## src/rtl/serial_modn_unit.sv

```systemverilog
// Serial residue engine: result = x mod m, consuming K operand bits per clock MSB-first (Horner).
// A start/ready/done handshake runs IDLE -> RUN -> DONE; m == 0 completes at once with err set.
module serial_modn_unit #(
    parameter int W  = 64,
    parameter int K  = 2,
    parameter int MW = 8
) (
    input  logic          clk,
    input  logic          rst,
    input  logic          start,
    input  logic [W-1:0]  x,
    input  logic [MW-1:0] m,
    output logic          ready,
    output logic          busy,
    output logic          done,
    output logic [MW-1:0] result,
    output logic          err
);

    localparam int N  = (W + K - 1) / K;
    localparam int SW = N * K;
    localparam int CW = (N > 1) ? $clog2(N) : 1;
    localparam logic [CW-1:0] LAST = CW'(N - 1);

    // Handshake: a request is taken on any edge where ready && start; done is high
    // for exactly one cycle, and result/err hold until the next accepted request.
    typedef enum logic [1:0] {
        S_IDLE = 2'd0,
        S_RUN  = 2'd1,
        S_DONE = 2'd2
    } state_t;

    state_t          r_state;
    state_t          w_next;
    logic [SW-1:0]   r_sh;
    logic [MW-1:0]   r_m;
    logic [MW:0]     r_rem;
    logic [CW-1:0]   r_cnt;
    logic [MW-1:0]   r_result;
    logic            r_err;
    logic [MW:0]     w_acc;
    logic [MW:0]     w_rem_next;
    logic            w_last;
    logic            w_mzero;

    assign w_last  = (r_cnt == LAST);
    assign w_mzero = (m == '0);

    // r < M holds on entry to every step, so the doubled value never needs more than MW+1 bits.
    always_comb begin
        w_acc = r_rem;
        for (int i = 0; i < K; i++) begin
            w_acc = {w_acc[MW-1:0], r_sh[SW-1-i]};
            if (w_acc >= {1'b0, r_m}) begin
                w_acc = w_acc - {1'b0, r_m};
            end
        end
        w_rem_next = w_acc;
    end

    always_comb begin
        w_next = r_state;
        case (r_state)
            S_IDLE:  if (start) w_next = w_mzero ? S_DONE : S_RUN;
            S_RUN:   if (w_last) w_next = S_DONE;
            S_DONE:  w_next = S_IDLE;
            default: w_next = S_IDLE;
        endcase
    end

    always_ff @(posedge clk) begin
        if (rst) begin
            r_state  <= S_IDLE;
            r_sh     <= '0;
            r_m      <= '0;
            r_rem    <= '0;
            r_cnt    <= '0;
            r_result <= '0;
            r_err    <= 1'b0;
        end else begin
            r_state <= w_next;
            case (r_state)
                S_IDLE: begin
                    if (start) begin
                        // Zero padding on the MSB side leaves the residue unchanged.
                        r_sh  <= SW'(x);
                        r_m   <= m;
                        r_rem <= '0;
                        r_cnt <= '0;
                        r_err <= w_mzero;
                        if (w_mzero) begin
                            r_result <= '0;
                        end
                    end
                end
                S_RUN: begin
                    r_sh  <= r_sh << K;
                    r_rem <= w_rem_next;
                    if (w_last) begin
                        r_result <= w_rem_next[MW-1:0];
                    end else begin
                        r_cnt <= r_cnt + 1'b1;
                    end
                end
                default: begin
                end
            endcase
        end
    end

    assign ready  = (r_state == S_IDLE);
    assign busy   = (r_state == S_RUN) || (r_state == S_DONE);
    assign done   = (r_state == S_DONE);
    assign result = r_result;
    assign err    = r_err;

endmodule

```

## config.mk

```make
export PLATFORM = sky130hd
export DESIGN_NAME = serial_modn_unit
export DESIGN_NICKNAME = d
export VERILOG_FILES = /design/src/rtl/serial_modn_unit.sv
export SDC_FILE = /design/constraint.sdc
export NUM_CORES = 1
export LEC_CHECK = 0
export ABC_AREA = 1
export BUFFER_PORTS_ARGS = -buffer_cell sky130_fd_sc_hd__buf_2
export CAP_MARGIN = 20
export CORE_MARGIN = 2
export CORE_UTILIZATION = 51
export DETAILED_ROUTE_END_ITERATION = 6
export PLACE_DENSITY = 0.83
export SLEW_MARGIN = 20
export SYNTH_ARGS = -nofsm -noshare
export SYNTH_HDL_FRONTEND = slang
export SYNTH_SLANG_ARGS = --single-unit
```

## constraint.sdc

```tcl
create_clock -name clk -period 2.8 [get_ports clk]
set_input_delay 0.28 -clock clk [delete_from_list [all_inputs] [get_ports clk]]
set_output_delay 0.28 -clock clk [all_outputs]
set_load 0.03 [all_outputs]
```

Yosys cells after proc, flatten, opt, wreduce, memory -nomap -nowiden
Cells that the tools add are included.
{ "totals": {"register_bits": 96, "inputBits": 75, "out_inout_bits": 12, "wordCells": 45} }
{ "classes": {"add_sub_neg": 3, "order_cmp": 2, "eq_ne": 7, "n_mux": 17, "reduce_logical": 9} }
{ "op_table": {"columns": ["cell", "count"], "rows": [
  ["case mux 64 bit (2 select lines)", 1],
  ["2-to-1 mux 64 bit", 1],
  ["2-to-1 mux 8 bit", 6],
  ["case mux 8 bit (2 select lines)", 2],
  ["greater-or-equal comparator 9 x 8 -> 1 bit", 2],
  ["subtractor 8 bit", 2],
  ["2-to-1 mux 5 bit", 2],
  ["case mux 5 bit (2 select lines)", 1],
  ["logical NOT 8 bit", 1],
  ["2-to-1 mux 2 bit", 3],
  ["inequality test 2 bit (second input constant)", 3],
  ["AND reduction 2 bit", 3],
  ["adder 5 x 1 -> 5 bit (second input constant)", 1],
  ["equality test 5 bit (second input constant)", 1],
  ["case mux 2 bit (2 select lines)", 1],
  ["AND reduction 4 bit", 1],
  ["AND reduction 3 bit", 1],
  ["equality test 2 x 1 -> 1 bit (second input constant)", 1],
  ["equality test 2 bit (second input constant)", 1],
  ["logical NOT 2 bit", 1],
  ["inequality test 2 x 1 -> 1 bit (second input constant)", 1],
  ["nonzero test 2 bit", 1],
  ["logical OR 1 bit", 1]
]} }

Logic depth before layout (Yosys ltp)
Gate-level depths: netlist of run 1.
{ "logic_depth": {"ltp_word": 6, "depth_mapped": 21, "mapped_depth_nobuf": 21} }

Least setup slack after synthesis of run 1
Ideal clock, no wire load.
{ "synth_path": {"path_kind": "register to register", "startpoint": "register r_m[3]", "endpoint": "register r_result[1], in the netlist result[1]", "arrival_ns": 2.757, "slack_ns": -0.027, "stages_incl_launch_ff": 22, "n_path_buf": 0, "synth_period_minus_slack_ns": 2.827, "path_cell_list": "dfxtp_1 > inv_1 > ha_1 > nand2_2 > nor2_1 > nand2_1 > nand3_2 > nand2_2 > nand2_4 > nand2_1 > nand2_1 > inv_1 > ha_1 > a21oi_1 > nand2_1 > nand2_1 > nand2_2 > a21oi_4 > nand3_2 > nand2_1 > nand3_1 > a21oi_1"} }
{ "synth_via": {"elab_chain_len": 6} }
{ "synth_lines": {"columns": ["item", "line", "rtl"], "rows": [
  ["start, declared", "36", "logic [MW-1:0] r_m;"],
  ["start signal, assigned", "87", "r_m <= m;"],
  ["greater-or-equal comparator 9 x 8 -> 1 bit / subtractor 8 bit (equally long branches)", "54, 55", null],
  ["2-to-1 mux 8 bit", "54", "if (w_acc >= {1'b0, r_m}) begin"],
  ["subtractor 8 bit / greater-or-equal comparator 9 x 8 -> 1 bit (equally long branches)", "55, 54", null],
  ["2-to-1 mux 8 bit (*)", "54", null],
  ["2-to-1 mux 8 bit (*)", "99", "if (w_last) begin"],
  ["case mux 8 bit (2 select lines) (*)", "82", "case (r_state)"],
  ["end signal, assigned", "100", "r_result <= w_rem_next[MW-1:0];"],
  ["end, declared", "39", "logic [MW-1:0] r_result;"]
]} }
Mark *: on every way between the ends. The rest lies on a longest branch, timed or not. The select of a mux whose other input is x is not followed.
A chain may end at the register's enable or synchronous reset.

Worst setup path in the final report of run 1
{ "layout_path": {"startpoint": "register r_sh[63]", "endpoint": "register r_rem[5]"} }
{ "layout_via": {"elab_chain_len": 5} }
{ "layout_lines": {"columns": ["item", "line", "rtl"], "rows": [
  ["start, declared", "35", "logic [SW-1:0] r_sh;"],
  ["start signal, assigned", "86", "r_sh <= SW'(x);"],
  ["start signal, assigned", "97", "r_sh <= r_sh << K;"],
  ["subtractor 8 bit / greater-or-equal comparator 9 x 8 -> 1 bit (equally long branches)", "55, 54", null],
  ["2-to-1 mux 8 bit (*)", "54", null],
  ["subtractor 8 bit / greater-or-equal comparator 9 x 8 -> 1 bit (equally long branches)", "55, 54", null],
  ["2-to-1 mux 8 bit (*)", "54", null],
  ["case mux 8 bit (2 select lines) (*)", "82", null],
  ["end signal, assigned", "98", "r_rem <= w_rem_next;"],
  ["end, declared", "37", "logic [MW:0] r_rem;"]
]} }
Mark *: on every way between the ends. The rest lies on a longest branch, timed or not.

==> out/qor.csv, run 1 <==
stage,metric,value,unit
critical_path,r2r-start,r_sh[63],
synth,synth_nets,788,
timing,worstMarginPinSlew,0.805,ns
layout,layout_commonest_cell,nand2_1,
outcome,violations,setup timing,
synth,synth-warning-count,0,
routing,drc,0,
run,cap_violations,0,
critical_path,crit_required,3.10,ns
cts,worst_skew_pair.late_latency,0.38,ns
timing,period_needed,2.96,ns
routing,dr.pass1.iters,6,
cts,cts_buffer_depth,2,
timing,slew_headroom,46.3,%
grt,grt_usage,28.1,%
synth,async_flop_share,0,%
grt,grt_start_max_net_pins,95,
synth,syn_area,4980,µm²
cts,cts_tree,built,
placement,gp_congestion,0.954,
synth,synthesis.instances,690,
hold_path,min_path_cells,3,
floorplan,initial_core_util,51.6,%
synth,synth-main-ff-cell,dfxtp_1,
floorplan,row_count,36,
routing,routed_wl,14.3,mm
outcome,status,"complete, but fails checks",
timing,max_freq,0.337,GHz
cts,clkSinkCount,96,
floorplan,die_area,10600,µm²
critical_path,cp_max_fo,8,
grt,gr-total-overflow,0,
layout,layout-drive-gt1-share,34.2,%
layout,syn2layout_area_growth,31.4,%
cts,cts_root_buf,clkbuf_8,
grt,antenna_found_initial,0,
layout,final_nets,905,
layout,final_area,6540,µm²
routing,initialDrtViolationCount,295,
critical_path,r2r-end,r_rem[5],
grt,grt_pass1_wl,23.4,mm
hold_path,min_from,x[63],
placement,portBuffers,86,
hold_path,holdPathEnd,r_sh[63],
synth,ys_seq_area_share,38.6,%
timing,clock_skew,0.0109,ns
synth,syn_avg_cell_area,7.21,µm²
floorplan,core-area,9640,µm²
critical_path,critPathKind,reg -> reg,
cts,cts_buffers,9,
timing,finalHoldViolCount,0,
critical_path,rrSetupSlack,-0.16,ns
timing,grt_setup_unrepaired,true,
cts,cts.clk_slew.worst_paths,0.10,ns
timing,maxSlewViolCount,0,
placement,dp_hpwl,9.64,mm
synth,synth_edf_count,0,
floorplan,ios,87,
layout,diodes,0,
placement,detailed_place.area,5800,µm²
hold_path,worstHoldPathType,in -> reg,
critical_path,reg2reg_depth,20,
floorplan,fp.dieW,103,µm
critical_path,worstPathArrival,3.27,ns
routing,routedWlPerCell,15.2,µm
routing,num_vias,5243,
timing,worst_slack,-0.163,ns
synth,synth.ff_latch_count,96,
timing,min_period_over_period,106,%
grt,grt_pass1_vias,5029,
cts,hold_buffers,0,
cts,htree_levels,3,
timing,setup_violations,16,
synth,yosysUniqueCellTypes,33,
layout,final_cell_mix,"nand2_1, o21ai_0, dfxtp_1, buf_2, a31oi_1",
critical_path,critPathLaunchType,flip-flop,
critical_path,worst_setup_path_end_kind,flip-flop,
routing,vias_per_cell,5.55,
floorplan,dieHeight,103,µm
routing,ant_nets,0,
## worst max-delay path, stage by stage, from the launching register on
cell,delay (ns)
dfxtp_2,0.34
inv_2,0.07
ha_4,0.14
inv_4,0.04
fa_2,0.40
buf_6,0.13
xor2_1,0.15
inv_1,0.09
nand2_2,0.06
nand2_2,0.10
inv_2,0.05
ha_4,0.15
nand2_2,0.07
nand2_2,0.06
a21oi_2,0.14
nand2_2,0.09
a21oi_4,0.20
nand3_4,0.21
nand2_1,0.14
nand3_2,0.10
a21oi_1,0.15
## worst max path at each step
| stage | startpoint | depth (start not counted) | to |
|---|---|---|---|
| 6_report | r_sh[63] | 20 | r_rem[5] |
| 3_5_place_dp | r_sh[63] | 20 | result[6] |
| 5_1_grt | r_m[1] | 21 | r_rem[5] |
| 4_1_cts | r_sh[63] | 20 | result[6] |
| 3_3_place_gp | r_sh[63] | 20 | result[6] |
| 2_1_floorplan | r_m[2] | 18 | result[1] |
## repair_timing
action,CTS,global route
resized for setup,57,45
pin swaps,28,35
endpoints found under the setup margin,16,16
setup buffers,8,4
## Yosys cell counts, drive strengths merged, types with 6 or more instances
master	instances	area share [%]
nand2	203	16
dfxtp	96	39
o21ai	90	9.1
a31oi	64	8.0
inv	48	3.6
a21oi	37	4.2
nand3	35	4.0
clkbuf	32	2.5
ha	21	5.3
nor2	21	1.8
buf	9	1.1
nand3b	8	1.2
xor2	6	1.1
## registers in the layout (all words and copies together), names as in the netlist
name     flops
r_state      2
r_rem        8
result       8
r_cnt        5
err          1
r_m          8
r_sh        64
## per-layer routing
layer,global-route usage (%),part of all wire (%)
met5,0,0
met4,11.3,4.0
met3,5.36,5.8
met2,48.5,49
met1,34.6,42
## area by class of cell
type                       instances  area (µm²)
clock buffer                      10         138
inverter                          48         184
tap                              133         166
clock inverter                     5        81.3
fill                             785        3100
sequential                        96        1930
timing repair buffer             147         900
multi-input combinational        505        3130
## cells by family after synthesis
family / after synthesis / synth area share [%]
AOI/OAI and AO/OA: 193 / 21.6
buffers and inverters: 89 / 7.19
xor gates and xnor gates: 10 / 1.76
and+or+nand+nor: 279 / 24.8
adders and majority gates: 23 / 6.08
DFF: 96 / 38.6
## per-stage QoR
step                      utilization, %  setup slack (ns)  TNS, ns  instances  hold WS (ns)
after floorplan                        -           0.00880        0        690         0.349
after global placement              60.1            -0.206    -3.00        917         0.450
after detailed placement            60.1            -0.326    -4.64        917         0.459
after CTS                           65.7           0.00199        0        940         0.147
after global routing                67.8            -0.342    -5.00        944         0.156
final                               67.8            -0.163    -2.25        944         0.150
Power of run 1 is left out: the tool's default activity adds up to more than one toggle a clock period on the data nets, which glitch-free logic cannot reach.
==> inputs of run 2 (changes only) <==
CAP_MARGIN = 5   (was 20)
CORE_UTILIZATION = 30   (was 51)
PLACE_DENSITY = 0.56   (was 0.83)
==> run 2 against run 1 <==
The flow still finishes with violations (setup timing). Cell area increased by 5.6%. Sequential cell count unchanged. Count of clock-buffer cells in the layout increased by 1. Final cell count increased by 12%. Critical path depth decreased by 1. Worst hold slack improved by 0.035 ns. First-iteration DRC count decreased by 14%. Die area increased by 67%. Highest routed layer unchanged.
==> out/qor.csv, run 2 (synthesized netlist as in run 1, its figures left out) <==
stage,metric,value,unit
layout,largest-register,r_sh,
hold_path,worstHoldPathType,in -> reg,
critical_path,worstPathArrival,3.19,ns
critical_path,worst_setup_path_end_kind,flip-flop,
critical_path,worstSetupStartpoint,r_m[7],
cts,cts_buffers,9,
critical_path,critPathLaunchType,flip-flop,
layout,diodes,0,
cts,cts_tree,built,
floorplan,core-area,16400,µm²
grt,gr-total-overflow,0,
layout,final_cells,1053,
floorplan,ios,87,
cts,cts_buffer_depth,2,
timing,clock_skew,0.00372,ns
layout,layout_commonest_cell,nand2_1,
grt,antenna_found_initial,0,
grt,grt_usage,16.4,%
layout,final_cell_mix,"nand2_1, o21ai_0, buf_2, dfxtp_1, buf_4",
outcome,status,"complete, but fails checks",
timing,worstMarginPinSlew,0.763,ns
grt,grt_pass1_wl,23.6,mm
cts,htree_levels,3,
layout,largest_register_ff_count,64,
layout,layout-drive-gt1-share,36.3,%
routing,drc,0,
routing,num_vias,5066,
timing,max_freq,0.345,GHz
routing,dr.pass1.iters,4,
placement,dp_hpwl,9.53,mm
hold_path,min_from,x[29],
timing,worst_slack,-0.102,ns
outcome,violations,setup timing,
critical_path,r2r-end,r_rem[6],
floorplan,initial_core_util,30.3,%
hold_path,min_path_cells,3,
cts,hold_buffers,0,
critical_path,cp_max_fo,8,
routing,vias_per_cell,4.81,
timing,period_needed,2.90,ns
critical_path,crit_required,3.09,ns
routing,routed_wl,14.4,mm
critical_path,r2r-start,r_m[7],
run,cap_violations,0,
floorplan,dieHeight,133,µm
layout,syn2layout_area_growth,38.7,%
routing,initialDrtViolationCount,254,
placement,dp.cells,1010,
placement,portBuffers,86,
cts,worst_skew_pair.late_latency,0.35,ns
routing,routedWlPerCell,13.7,µm
grt,grt_pass1_vias,4936,
timing,tns,-0.903,ns
timing,slew_headroom,49.0,%
placement,gp_congestion,0.874,
layout,final_nets,926,
timing,grt_setup_unrepaired,true,
critical_path,reg2reg_depth,19,
critical_path,critPathKind,reg -> reg,
grt,grt_start_max_net_pins,68,
floorplan,fp.dieW,133,µm
critical_path,rrSetupSlack,-0.10,ns
cts,cts.clk_slew.worst_paths,0.07,ns
timing,setup_violations,16,
timing,finalHoldViolCount,0,
floorplan,die_area,17600,µm²
layout,fill_cells,1682,
critical_path,crit_path_end,r_rem[6],
timing,maxSlewViolCount,0,
cts,cts_root_buf,clkbuf_16,
routing,ant_nets,0,
cts,clkSinkCount,96,
timing,min_period_over_period,104,%
floorplan,row_count,47,
## run 2: cell count changes in the layout (fill, tap and decap cells not counted), moves of 2 or more
| cell | before | now |
|---|---|---|
| buf_12 | 0 | 3 |
| clkbuf_16 | 0 | 9 |
| nand2_2 | 26 | 29 |
| nand3_1 | 20 | 22 |
| inv_2 | 12 | 19 |
| clkbuf_8 | 10 | 0 |
| clkbuf_1 | 0 | 2 |
| dfxtp_4 | 0 | 3 |
| inv_1 | 34 | 28 |
| nand2_4 | 7 | 3 |
| dfxtp_1 | 87 | 84 |
| buf_4 | 58 | 76 |
## run 2: how the worst min path moves through the flow
stage               endpoint  slack [ns]
finish              r_sh[29]        0.18
global route        r_sh[26]        0.19
CTS                 r_sh[29]        0.18
detailed placement  r_sh[49]        0.46
global placement     r_sh[0]        0.45
floorplan           r_cnt[1]        0.35
## run 2: cell type report
class / instances / area, µm² / area share (%)
timing repair buffer: 168 / 1090 / 15.9
clock inverter: 5 / 81.3 / 1.18
clock buffer: 11 / 233 / 3.37
sequential: 96 / 1940 / 28.2
inverter: 48 / 181 / 2.63
multi-input combinational: 505 / 3090 / 44.8
tap: 220 / 275 / 3.99
## run 2: what timing repair did
action,CTS,global route
pin swaps,24,32
endpoints found under the setup margin,16,16
buffers inserted,23,4
gates resized for setup,59,43
## run 2: worst max-delay path, cell delays in order (launching register included)
cell and delay, ns:
dfxtp_2 0.32, inv_2 0.06, ha_4 0.28, inv_1 0.06, nor3_2 0.24, nand2_4 0.12
buf_4 0.15, nand3b_1 0.10, nand2_2 0.08, inv_2 0.06, ha_4 0.20, a21oi_2 0.11
nand2_1 0.08, nand2_1 0.08, nand2_2 0.07, a21oi_4 0.24, nand3_4 0.19, nand2_2 0.11
nand3_1 0.11, a21oi_1 0.17
## run 2: layer usage
layer	up-vias	global-route usage [%]	part of all wire, %
met4	0	6.21	2.1
met3	21	4.33	4.2
li1	2612	-	-
met2	89	26.8	47
met5	-	0	0
met1	2344	20.6	47
## run 2: through the flow
| step | setup WS [ns] | instance area, µm² | util, % | hold slack [ns] |
|---|---|---|---|---|
| after global placement | -0.244 | 5990 | 36.5 | 0.454 |
| after detailed placement | -0.199 | 5990 | 36.5 | 0.458 |
| after global routing | -0.332 | 6900 | 42.1 | 0.187 |
| after floorplan | 0.00880 | 5010 | - | 0.349 |
| final | -0.102 | 6900 | 42.1 | 0.185 |
| after CTS | -0.0132 | 6740 | 41.1 | 0.177 |
Power of run 2 is left out for the same reason.
==> inputs of run 3 (changes only) <==
CELL_PAD_IN_SITES_DETAIL_PLACEMENT = 1   (was not set)
CELL_PAD_IN_SITES_GLOBAL_PLACEMENT = 2   (was not set)
CORE_UTILIZATION = 28   (was 30)
PLACE_DENSITY = 0.81   (was 0.56)
==> run 3 against run 2 <==
The run still ends with setup timing left. First-iteration DRC count is 8.7% lower. Non-clock buffer count decreased by 1. Die area up 6.9%. Critical path depth rose by 2. Via count increased by 3.5%. Critical endpoint is now result[6].
==> out/qor.csv, run 3 (synthesized netlist as in run 1, its figures left out) <==
stage,metric,value,unit
cts,cts.clk_slew.worst_paths,0.07,ns
critical_path,worst_setup_path_end_kind,flip-flop,
placement,detailed_place.area,5970,µm²
layout,syn2layout_area_growth,38.3,%
timing,slew_headroom,47.4,%
timing,worst_slack,-0.325,ns
layout,final_nets,925,
cts,cts_root_buf,clkbuf_16,
placement,portBuffers,86,
routing,routedWlPerCell,16.3,µm
floorplan,row_count,48,
floorplan,die_area,18900,µm²
critical_path,path_common_cell,nand2_2,
layout,fill_cells,2121,
routing,vias_per_cell,4.96,
timing,max_freq,0.320,GHz
grt,antenna_found_initial,0,
critical_path,critPathKind,reg -> reg,
cts,worst_skew_pair.late_latency,0.36,ns
grt,gr-total-overflow,0,
floorplan,initial_core_util,28.7,%
timing,worstMarginPinSlew,0.786,ns
layout,final_cells,1057,
routing,dr.pass1.iters,4,
cts,clkSinkCount,96,
cts,cts_tree,built,
critical_path,max_stage_delay,0.37,ns
run,cap_violations,0,
cts,htree_levels,3,
timing,period_needed,3.13,ns
timing,grt_setup_unrepaired,true,
grt,grt_pass1_wl,26.7,mm
layout,largest-register,r_sh,
layout,layout_commonest_cell,nand2_1,
layout,final_area,6880,µm²
placement,dp.cells,1017,
layout,seq_area,1940,µm²
layout,layout-drive-gt1-share,36.1,%
layout,multi_input_area,3100,µm²
placement,gp_congestion,0.849,
routing,ant_nets,0,
outcome,violations,setup timing,
routing,drc,0,
placement,dp_hpwl,11.7,mm
layout,largest_register_ff_count,64,
floorplan,core-area,17400,µm²
grt,grt_start_max_net_pins,73,
timing,min_period_over_period,112,%
floorplan,fp.dieW,137,µm
layout,diodes,0,
grt,grt_usage,18.1,%
floorplan,dieHeight,137,µm
routing,num_vias,5244,
hold_path,worstHoldPathType,in -> reg,
layout,final_cell_mix,"nand2_1, o21ai_0, dfxtp_1, buf_2, buf_4",
timing,maxSlewViolCount,0,
grt,grt_pass1_vias,5404,
routing,initialDrtViolationCount,232,
cts,cts_buffers,9,
critical_path,cp_max_fo,8,
cts,cts_buffer_depth,2,
critical_path,crit_chain,"ha_4, nand2_2, nand2_2, nand2_2, nand2_2, nor2_4, nand2_4, nand2_2, nand2_2, inv_2, ha_4, nand2_2, nand2_2, a21oi_2, nand2_2, a21oi_4, buf_6, buf_6, nand3_1, nand3_2, a21oi_2",
critical_path,cpMaxStageDelayCell,dfxtp_4,
timing,clock_skew,0.0123,ns
timing,finalHoldViolCount,0,
floorplan,ios,87,
critical_path,crit_required,3.02,ns
timing,setup_violations,16,
critical_path,critPathLaunchType,flip-flop,
critical_path,worstPathArrival,3.34,ns
routing,routed_wl,17.2,mm
outcome,status,"complete, but fails checks",
-- run 3: cell types whose count changed in the layout (fill, tap and decap cells not counted), moves of 3 or more --
cell | previous run | this run
buf_6 | 3 | 8
inv_2 | 19 | 16
buf_12 | 3 | 0
buf_4 | 76 | 73
-- run 3: path summary, 6_finish.rpt --
kind	from	end	slack (ns)	depth (start not counted)
max	r_rem[5]	result[6]	-0.33	21
min	rst	r_state[0]	0.18	2
max reg2reg	r_rem[5]	result[6]	-0.33	21
min reg2reg	r_sh[44]	r_sh[46]	0.47	2
-- run 3: metal layers --
layer  global-route usage (%)  vias to the layer above  wire (µm)
li1                         -                     2599          -
met1                     21.2                     2527       7480
met2                     31.4                       85       8560
met3                     3.83                       33        615
met4                     8.42                        0        518
met5                        0                        -          0
-- run 3: worst max-delay path: cells and delay by family (launching register included) --
kind	cells	cell delay, ns
buffers and inverters	3	0.30
adder cells (fa/ha/maj)	2	0.47
AO/OA/AOI/OAI	3	0.51
flip-flops	1	0.37
AND/OR/NAND/NOR	13	1.33
-- run 3: area by class of cell --
class                   instances  share of cell area (%)
clock buffers                  11                    3.67
inverters                      48                    2.67
well taps                     225                    4.09
repair buffers                167                    15.5
flip-flops and latches         96                    28.1
clock inverters                 5                   0.909
multi-input cells             505                    45.0
-- run 3: repair_timing --
action | CTS | global route
setup buffers | 18 | 7
resized for setup | 72 | 33
endpoints found under the hold margin | 0 | 0
hold buffers | 0 | 0
setup endpoints to repair | 16 | 16
gates cloned | 0 | 0
pin swaps | 34 | 26
-- run 3: per-stage QoR --
stage	setup TNS, ns	setup WS [ns]	hold slack (ns)	utilization (%)
final	-4.64	-0.325	0.184	39.7
after global routing	-6.99	-0.468	0.185	39.7
after CTS	-2.18	-0.153	0.175	38.8
after detailed placement	-5.61	-0.399	0.459	34.4
after global placement	-3.95	-0.267	0.454	34.4
after floorplan	0	0.00880	0.349	-
Power of run 3 is left out for the same reason.
